--- src/rtl/instr_mem_loader_pkg.sv ---
// ============================================================================
// Module   : instr_mem_loader_pkg
// Brief    : Shared state encodings and constants for the instruction loader.
// Revision : 1.0 - initial release
// ============================================================================
`default_nettype none

package instr_mem_loader_pkg;

  typedef enum logic [2:0] {
    ST_IDLE  = 3'd0,
    ST_HDR0  = 3'd1,
    ST_HDR1  = 3'd2,
    ST_DATA  = 3'd3,
    ST_WRITE = 3'd4,
    ST_DONE  = 3'd5,
    ST_ERR   = 3'd6
  } state_t;

  localparam int c_HDR_W = 16;
  // Word index to byte address; the PC logic steps by the same amount.
  localparam int c_ADDR_SHIFT = 2;

  function automatic logic isBusy(input state_t s);
    return (s == ST_HDR0) || (s == ST_HDR1) || (s == ST_DATA) || (s == ST_WRITE);
  endfunction

endpackage

`default_nettype wire

--- src/rtl/instr_mem_loader_byte_packer.sv ---
// ============================================================================
// Module   : instr_mem_loader_byte_packer
// Brief    : Big-endian 4-byte shift register with a 2-bit byte counter.
// Revision : 1.0 - initial release
// ============================================================================
`default_nettype none

module instr_mem_loader_byte_packer (
  input  logic        clk,
  input  logic        rst_n,
  input  logic        clear,
  input  logic        shiftEn,
  input  logic [7:0]  byteIn,
  output logic [31:0] word,
  output logic        wordReady
);

  logic [31:0] r_word;
  logic [1:0]  r_cnt;

  always_ff @(posedge clk or negedge rst_n) begin
    if (!rst_n) begin
      r_word <= '0;
      r_cnt  <= '0;
    end else if (clear) begin
      r_word <= '0;
      r_cnt  <= '0;
    end else if (shiftEn) begin
      r_word <= {r_word[23:0], byteIn};
      r_cnt  <= r_cnt + 2'd1;
    end
  end

  // High on the shift that delivers the fourth byte of a word.
  assign wordReady = shiftEn && (r_cnt == 2'd3);
  assign word      = r_word;

endmodule

`default_nettype wire

--- src/rtl/instr_mem_loader.sv ---
// ============================================================================
// Module   : instr_mem_loader
// Brief    : Loads a counted byte stream into instruction memory, holding the CPU.
// Revision : 1.0 - initial release
// ============================================================================
`default_nettype none

module instr_mem_loader
  import instr_mem_loader_pkg::*;
#(
  parameter int ADDR_W = 8
) (
  input  logic        clk,
  input  logic        rst_n,
  input  logic        start,
  input  logic [7:0]  byteIn,
  input  logic        byteValid,
  output logic        byteReady,
  output logic        memWe,
  output logic [31:0] memAddr,
  output logic [31:0] memData,
  output logic        busy,
  output logic        done,
  output logic        error,
  output logic        cpuHold
);

  state_t               r_state;
  state_t               w_next;
  logic [ADDR_W:0]      r_index;
  logic [7:0]           r_countHi;
  logic [c_HDR_W-1:0]   r_count;
  logic [c_HDR_W-1:0]   w_hdr;
  logic                 w_accept;
  logic                 w_hdrBad;
  logic                 w_lastWord;
  logic                 w_wordReady;
  logic                 w_packClear;
  logic                 w_shiftEn;
  logic [31:0]          w_word;
  logic                 r_byteReady;
  logic                 r_memWe;
  logic                 r_busy;
  logic                 r_done;
  logic                 r_error;
  logic                 r_cpuHold;

  assign w_accept    = byteValid && r_byteReady;
  assign w_hdr       = {r_countHi, byteIn};
  assign w_hdrBad    = (w_hdr == '0) || (32'(w_hdr) > (32'd1 << ADDR_W));
  assign w_lastWord  = (32'(r_index) + 32'd1) == 32'(r_count);
  assign w_shiftEn   = w_accept && (r_state == ST_DATA);
  assign w_packClear = (r_state == ST_IDLE) || (r_state == ST_HDR0);

  instr_mem_loader_byte_packer u_packer (
    .clk       (clk),
    .rst_n     (rst_n),
    .clear     (w_packClear),
    .shiftEn   (w_shiftEn),
    .byteIn    (byteIn),
    .word      (w_word),
    .wordReady (w_wordReady)
  );

  always_comb begin
    w_next = r_state;
    unique case (r_state)
      ST_IDLE, ST_DONE, ST_ERR: if (start) w_next = ST_HDR0;
      ST_HDR0:  if (w_accept) w_next = ST_HDR1;
      ST_HDR1:  if (w_accept) w_next = w_hdrBad ? ST_ERR : ST_DATA;
      ST_DATA:  if (w_wordReady) w_next = ST_WRITE;
      ST_WRITE: w_next = w_lastWord ? ST_DONE : ST_DATA;
      default:  w_next = ST_IDLE;
    endcase
  end

  // Outputs are registered from the next state so they align with r_state.
  always_ff @(posedge clk or negedge rst_n) begin
    if (!rst_n) begin
      r_state     <= ST_IDLE;
      r_index     <= '0;
      r_countHi   <= '0;
      r_count     <= '0;
      r_byteReady <= 1'b0;
      r_memWe     <= 1'b0;
      r_busy      <= 1'b0;
      r_done      <= 1'b0;
      r_error     <= 1'b0;
      r_cpuHold   <= 1'b1;
    end else begin
      r_state     <= w_next;
      r_byteReady <= (w_next == ST_HDR0) || (w_next == ST_HDR1) || (w_next == ST_DATA);
      r_memWe     <= (w_next == ST_WRITE);
      r_busy      <= isBusy(w_next);
      r_done      <= (w_next == ST_DONE);
      r_error     <= (w_next == ST_ERR);
      r_cpuHold   <= (w_next != ST_DONE);

      // Index stays on the final word so a full load never wraps back to 0.
      if (((r_state == ST_IDLE) || (r_state == ST_DONE) || (r_state == ST_ERR)) && start)
        r_index <= '0;
      else if ((r_state == ST_WRITE) && !w_lastWord)
        r_index <= r_index + (ADDR_W+1)'(1);

      if ((r_state == ST_HDR0) && w_accept) r_countHi <= byteIn;
      if ((r_state == ST_HDR1) && w_accept) r_count   <= w_hdr;
    end
  end

  assign byteReady = r_byteReady;
  assign memWe     = r_memWe;
  assign memAddr   = 32'(r_index) << c_ADDR_SHIFT;
  assign memData   = w_word;
  assign busy      = r_busy;
  assign done      = r_done;
  assign error     = r_error;
  assign cpuHold   = r_cpuHold;

endmodule

`default_nettype wire

--- config.mk ---
export PLATFORM = sky130hd
export DESIGN_NAME = instr_mem_loader
export DESIGN_NICKNAME = d
export VERILOG_FILES = /design/src/rtl/instr_mem_loader_pkg.sv /design/src/rtl/instr_mem_loader_byte_packer.sv /design/src/rtl/instr_mem_loader.sv
export SDC_FILE = /design/constraint.sdc
export NUM_CORES = 1
export LEC_CHECK = 0
export ABC_AREA = 0
export CAP_MARGIN = 20
export CELL_PAD_IN_SITES_DETAIL_PLACEMENT = 1
export CELL_PAD_IN_SITES_GLOBAL_PLACEMENT = 2
export CORE_MARGIN = 2
export CORE_UTILIZATION = 28
export DETAILED_ROUTE_END_ITERATION = 10
export HOLD_SLACK_MARGIN = 0.03
export PLACE_DENSITY_LB_ADDON = 0.25
export SYNTH_ARGS = -nofsm -noshare
export SYNTH_HDL_FRONTEND = slang
export SYNTH_SLANG_ARGS = --single-unit
--- constraint.sdc ---
create_clock -name clk -period 2.19 [get_ports clk]
set_input_delay 0.5475 -clock clk [delete_from_list [all_inputs] [get_ports clk]]
set_output_delay 0.5475 -clock clk [all_outputs]
set_load 0.05 [all_outputs]
* Word level (Yosys, flattened, before mapping) *
Index checks and enable logic that the tools add are counted.

storage, ports and cells
  register bits after elaboration = 76
  output and inout port bits = 70
  word-level logic and storage cells = 64

cells by class
  add/sub/neg operators = 3
  magnitude comparators = 1
  muxes and demuxes = 13
  reduce and logical (&&, ||, !) cells = 20
  equal/unequal tests = 15

operators with widths
  cell                    count
  $mux W32                2
  $eq A3 B3 Y1 const B    6
  $mux W3                 6
  $mux W9                 2
  $eq A10 B16 Y1          1
  $gt A16 B9 Y1 const B   1
  $logic_not A16 Y1       1
  $pmux W3 S5             1
  $eq A3 B2 Y1 const B    4
  $add A9 B1 Y10 const B  1
  $add A9 B1 Y9 const B   1
  $logic_and A1 B1 Y1     7
  $logic_or A1 B1 Y1      7
  $eq A3 B1 Y1 const B    2
  $mux W2                 2
  $reduce_bool A2 Y1      2
  $logic_not A3 Y1        1
  $ne A3 B3 Y1 const B    1
  $reduce_or A3 Y1        1
  $add A2 B1 Y2 const B   1
  $eq A2 B2 Y1 const B    1
  $logic_not A1 Y1        1

* Depth between registers and ports, before layout *
Gate-level depths: netlist of the first run.

  depth after elaboration = 9
  gate-level depth with buffers = 10
  depth with buffers taken out = 8

* Modules after synthesis *
From an unflattened synthesis of the first run, not the netlist that was laid out.

second synthesis, totals
  cell total of the unflattened synthesis = 345
  area, all modules = 3806.2 um^2

by module, submodules not included
  module                        area an instance (um^2)  instances  cells each  sequential area each (um^2)
  instr_mem_loader              2378.5                   1          233         1052.3
  instr_mem_loader_byte_packer  1427.6                   1          112         850.8

* Worst setup path after synthesis of the first run *
No wires, ideal clock.

  path type = register -> register
  start = register r_index[0]
  end = register r_index[6]
  cell stages (with the launch flop) = 10
  period minus slack after synthesis = 2.708 ns
  slack = -0.518 ns
  required time = 2.064 ns
  library setup time = 0.126 ns
  data arrival time = 2.582 ns
  cell sequence = dfrtp_1 -> ha_1 -> buf_2 -> nand2_1 -> or3_1 -> a22oi_2 -> o2111ai_2 -> or2_4 -> and2_4 -> a221o_1

on the way
  longest elaborated chain between the ends = 5
  elaborated cells between the ends (all ways) = 8
  those cells by class = add/sub: 2; eq/ne: 1; mux: 2; reduce/logical: 3

RTL lines
  element                       line                     source
  start: declaration            instr_mem_loader.sv:30   logic [ADDR_W:0] r_index;
  start signal: assignment      instr_mem_loader.sv:103  r_index <= r_index + (ADDR_W+1)'(1);
  $add A9 B1 Y10                instr_mem_loader.sv:51   assign w_lastWord = (32'(r_index) + 32'd1) == 32'(r_count);
  $eq A10 B16 Y1                instr_mem_loader.sv:51
  $logic_not A1 Y1              instr_mem_loader.sv:102  else if ((r_state == ST_WRITE) && !w_lastWord)
  $logic_and A1 B1 Y1           instr_mem_loader.sv:102
  $reduce_bool A2 Y1 (no line)  -

Several ways; a longest one is shown, not always the timed one. The select of a mux whose other input is x is not followed.
A chain may end at the register's enable or synchronous reset.

* Worst setup path in the final report of the first run *
  start = register r_index[0]
  end = register r_index[8]

The elaborated chain is that of the path after synthesis.

==> impl_metrics.ini, run 1 <==
[critical_path]
critPathKind = register to register
critPathArrivalTime_ns = 2.56
crit_path_top_delay_cell = dfrtp_4
regToRegStartpoint = r_index[0]
path_cells = ha_4 -> a21oi_4 -> nor3b_2 -> or4bb_1 -> o211a_1 -> or2_4 -> and2_4 -> a221o_1
cp-startpoint = r_index[0]
cp-start-kind = register
cp.required_ns = 2.42
worstSetupEndpointType = register
crit_fanout = 4
critical-path-max-stage-delay_ns = 0.50

[timing]
tightest_slew_ns = 0.527
period_share = 1.06
finalSetupViolCount = 11
slew_viol_final = 0
slew_headroom = 0.647
skew_ns = 0.0101
hold_viol = 0
fin_ws_ns = -0.140
fmax_mhz = 429
finalCriticalPeriod_ns = 2.33
hold_ws_ns = 0.139
setup_tns_ns = -0.791
rsz0062_at_grt = yes

[logic_synthesis]
synth-compound-area-share = 0.0868
ys_async_sr_fraction = 1.00
seq_area_frac_synth = 0.506
synth_top_flop_cell = dfrtp_1
synth_edf_count = 0
yosys_warnings = 0
synth.top_cell.area_share = 0.499
synthXorXnorAreaFrac = 0.0303
synthMuxAreaShare = 0.0715
synth.area.top_cells = dfrtp_1, nand2_1, mux2_2, nand3_1, buf_4
synth_seq_cells = 76
synth_cell_types = 53
netlist_area_um2 = 3760
synth_top_family_by_area = simple AND/OR/NAND/NOR gates
avgSynthCellArea_um2 = 9.75
synthAdderAreaFrac = 0.00665
yosys.area.top_type = dfrtp_1
yosys.area_share.simple = 0.218
netlist_instances = 386

[floorplan]
dieWidth_um = 120
core_um2 = 13200
dieHeight_um = 120
io_pins = 82
initial_core_util = 0.285
num_rows = 42
dieArea_um2 = 14400

[drt]
drc_errors = 0
dr.pass1.iters = 4
wire_per_inst_um = 15.5
drt_iter0_markers = 143
ant_nets = 0
vias = 3023
wl_um = 10200
vias_per_cell = 4.61

[cts]
numClockSinks = 76
clk_path_buf_depth = 2
htreeDepth = 3
cts.hold.buffers_added = 0
cts_buffers = 9
clkTransAtPathRegs_ns = 0.07
clock_latency_ns = 0.35
tritoncts = yes
cts-root-buf = clkbuf_16

[global_routing]
antenna_found_initial = 0
grt_overflow = 0
grt_pass1_vias = 3095
grt_pass1_wl_um = 16500
track_usage = 0.149
grt_max_degree = 46

[finish]
fill_cells = 1488
syn_to_final_growth_pct = 35.6
num_antenna_cells = 0
layout.nets = 489
layout-drive-gt1-share = 0.265
finalNonFillerCells = 656

[pwr]
p_leak_nw = 2.30
powerDensity_nw_per_um2 = 1270
ir_worst_vdd_v = 0.000662

[run_status]
violations = setup timing
status = finished, violations left

[flow_run]
drv_cap = 0

[placement]
placed_cells = 639
port_buffers = 58
dp_slack_ns = -0.353
gp_congestion = 0.783
post-dp-hpwl_um = 7180

[worst_hold_path]
holdCritPathClass = input pin to async pin
-- per-stage QoR --
step	util	cell area, um^2	power (W)
floorplan	-	3890	0.00401
global placement	0.359	4740	0.00488
detailed placement	0.359	4740	0.00494
CTS	0.383	5050	0.00652
global route	0.387	5100	0.00685
finish	0.387	5100	0.00646
-- cell families after synthesis --
group                      count (synthesis)
and+or+nand+nor                          173
adders and majority gates                  2
AOI/OAI and AO/OA                         45
buffers and inverters                     52
muxes                                     24
xor gates and xnor gates                  13
other                                      1
DFF                                       76
-- placed cells by master, fill, tap and decap left out, types with 6 or more instances in the layout --
cell type,netlist,layout
clkdlybuf4s50_1,0,47
xnor2_1,9,9
dfrtp_1,75,68
nor2_1,13,13
clkbuf_16,0,9
dfrtp_2,0,6
o21ai_0,17,16
nor3_1,8,7
conb_1,1,23
buf_4,25,51
nand3_1,40,39
mux2_2,23,23
a21oi_1,9,6
nand2_1,80,79
-- sequential cells by signal, summed over array words and instances (netlist names) --
name,flops
busy,1
byteReady,1
cpuHold,1
done,1
error,1
memWe,1
r_count,16
r_countHi,8
r_index,9
r_state,3
u_packer.r_cnt,2
u_packer.word,32
-- Yosys cell counts (2+ instances only) --
| cell | n |
|---|---|
| a21oi_1 | 9 |
| nor2_1 | 13 |
| inv_1 | 4 |
| nand2_1 | 80 |
| nor4_1 | 5 |
| ha_1 | 2 |
| buf_4 | 25 |
| xor2_1 | 4 |
| a211o_1 | 2 |
| a221o_1 | 4 |
| nand3_1 | 40 |
| buf_2 | 4 |
| clkbuf_1 | 17 |
| and2_1 | 3 |
| xnor2_1 | 9 |
| nor3_1 | 8 |
| and3_1 | 2 |
| nor3b_1 | 4 |
| mux2_2 | 23 |
| or3_1 | 3 |
| nand2b_1 | 3 |
| dfrtp_1 | 75 |
| o21ai_0 | 17 |
-- area by class of cell --
class | instances | area, um^2 | share of cell area
Multi-Input combinational cell | 280 | 1710 | 0.336
Inverter | 4 | 15.0 | 0.00294
Sequential cell | 76 | 1910 | 0.375
Clock inverter | 5 | 61.3 | 0.0120
Clock buffer | 11 | 233 | 0.0456
Tap cell | 176 | 220 | 0.0431
Timing Repair Buffer | 104 | 947 | 0.186
-- layer usage --
metal / routed length (um) / track usage / up-vias / part of all wire
li1: - / - / 1448 / -
met4: 196 / 0.0706 / 0 / 0.019
met2: 4840 / 0.227 / 52 / 0.48
met1: 4870 / 0.203 / 1512 / 0.48
met5: 0 / 0 / - / 0
met3: 255 / 0.0290 / 11 / 0.025
-- repair_timing --
| item | 4_1_cts | 5_1_grt |
|---|---|---|
| setup buffers | 1 | 1 |
| endpoints found under the setup margin | 10 | 14 |
| pin swaps | 5 | 2 |
| resized for setup | 2 | 12 |
-- worst paths after layout --
kind | end | slack [ns] | depth (start not counted)
setup reg to reg | r_index[8] | -0.14 | 8
hold reg to reg | u_packer.word[29] | 0.50 | 2
min in group clk | u_packer.word[29] | 0.50 | 2
max in group asynchronous | u_packer.word[24] | 1.44 | 2
hold / removal | memWe | 0.14 | 1
setup / recovery | r_index[8] | -0.14 | 8
-- critical path: cells and delay by family (launching register included) --
family	cells	cell delay, ns
flip-flops	1	0.50
AND/OR/NAND/NOR	4	0.96
adder cells (fa/ha/maj)	1	0.19
AO/OA/AOI/OAI	3	0.56
-- where the power goes --
part	switching (W)	leakage (nW)	internal [W]
clock	0.000634	0.132	0.000888
sequential	0.000357	0.983	0.00184
combinational	0.00167	1.18	0.00107
total	0.00266	2.30	0.00380
Power figures use the tool's default switching activity.
==> inputs of run 2 (changes only) <==
- PLACE_DENSITY: default -> 0.76
- PLACE_DENSITY_LB_ADDON: 0.25 -> default
==> impl_metrics.ini, run 2 (synthesis gave the netlist of run 1 again) <==
[drt]
wire_per_inst_um = 15.0
dr_wl_met2_um = 4700
vias = 3031
wl_um = 9790
ant_nets = 0
vias_per_cell = 4.63
dr.pass1.iters = 4
drc_errors = 0
met1Wirelength_um = 4630
dr.max_layer_used = met4
wl_met3_um = 289
drt_iter0_markers = 141

[finish]
num_antenna_cells = 0
mostFrequentLayoutCell = nand2_1
syn_to_final_growth_pct = 34.7
post-route-util = 0.384
final_cell_mix = nand2_1, dfrtp_1, buf_4, clkdlybuf4s50_1, nand3_1
design_area_um2 = 5070
layout-drive-gt1-share = 0.251
largest_reg_flops = 32
layout.nets = 488

[timing]
slew_headroom = 0.636
rsz0062_at_grt = yes
finalCriticalPeriod_ns = 2.34
hold_viol = 0
tightest_slew_ns = 0.545
skew_ns = 0.00732
fmax_mhz = 427
fin_ws_ns = -0.151
slew_viol_final = 0
period_share = 1.07
finalSetupViolCount = 11

[placement]
dp_slack_ns = -0.362
port_buffers = 58
placed_area_um2 = 4760
gp_congestion = 0.795
post-dp-hpwl_um = 6970

[cts]
numClockSinks = 76
cts.hold.buffers_added = 0
cts-root-buf = clkbuf_16
clock_latency_ns = 0.33
clk_path_buf_depth = 2
cts_buffers = 9
clkTransAtPathRegs_ns = 0.06
htreeDepth = 3
tritoncts = yes

[pwr]
powerDensity_nw_per_um2 = 1260
p_leak_nw = 2.29
ir_worst_vdd_v = 0.000626

[critical_path]
cp-start-kind = register
r2r-end = r_index[7]
crit_path_top_delay_cell = dfrtp_4
regToRegStartpoint = r_index[0]
cp.required_ns = 2.40
reg2regPathDepth = 8
crit_fanout = 5
critPathArrivalTime_ns = 2.55
path_cells = ha_4 -> a21oi_2 -> nor3b_1 -> or4bb_1 -> o211a_1 -> or2_4 -> and2_4 -> a221o_1
critical-path-max-stage-delay_ns = 0.51
worstSetupEndpointType = register
r2r_slack_ns = -0.15
critPathKind = register to register

[global_routing]
grt_max_degree = 41
grt_pass1_vias = 3129
track_usage = 0.140
grt_overflow = 0
antenna_found_initial = 0
grt_pass1_wl_um = 15900

[worst_hold_path]
holdCritPathClass = input pin to async pin

[floorplan]
dieWidth_um = 120
core_um2 = 13200
dieArea_um2 = 14400
initial_core_util = 0.285
num_rows = 42
dieHeight_um = 120
io_pins = 82

[run_status]
status = finished, violations left
violations = setup timing

[flow_run]
drv_cap = 0
## run 2: where the power goes
| group | internal (W) | leakage (nW) | switching [W] | total, W |
|---|---|---|---|---|
| combinational | 0.00107 | 1.18 | 0.00162 | 0.00269 |
| clock | 0.000887 | 0.132 | 0.000595 | 0.00148 |
| sequential | 0.00184 | 0.983 | 0.000379 | 0.00222 |
## run 2: timing repair
item | CTS | global route
resized for setup | 3 | 1
pin swaps | 3 | 2
buffers inserted | 0 | 1
endpoints found under the setup margin | 10 | 14
## run 2: worst max-delay path by stage
stage,start,endpoint
global route,r_index[0],r_index[8]
finish,r_index[0],r_index[7]
floorplan,r_index[0],r_index[8]
detailed placement,byteIn[3],done
CTS,r_index[0],r_index[7]
global placement,byteIn[3],done
## run 2: final cells by class
| class | count | area, um^2 |
|---|---|---|
| Timing Repair Buffer | 103 | 957 |
| Clock inverter | 5 | 61.3 |
| Tap cell | 176 | 220 |
| Clock buffer | 11 | 233 |
| Inverter | 4 | 15.0 |
| Sequential cell | 76 | 1910 |
| Multi-Input combinational cell | 280 | 1670 |
| Fill cell | 1462 | 8120 |
## run 2: metrics by stage
| stage | TNS [ns] | hold WS [ns] | cells | power (W) |
|---|---|---|---|---|
| 2_1_floorplan | -1.76 | 0.252 | 408 | 0.00401 |
| 3_3_place_gp | -2.82 | 0.466 | 638 | 0.00487 |
| 3_5_place_dp | -3.43 | 0.470 | 638 | 0.00493 |
| 4_1_cts | -0.757 | 0.110 | 654 | 0.00647 |
| 5_1_grt | -2.13 | 0.114 | 655 | 0.00677 |
| 6_report | -0.769 | 0.0993 | 655 | 0.00640 |
## run 2: layer usage
layer,vias to the layer above,GRT usage
met5,-,0
met4,0,0.0574
met3,14,0.0233
met2,53,0.233
met1,1510,0.179
li1,1454,-
## run 2: critical path: cells and delay by family (launching register included)
family	cells	cell delay [ns]
compound gates	3	0.55
fa+ha+maj	1	0.19
flops	1	0.51
simple gates	4	0.98
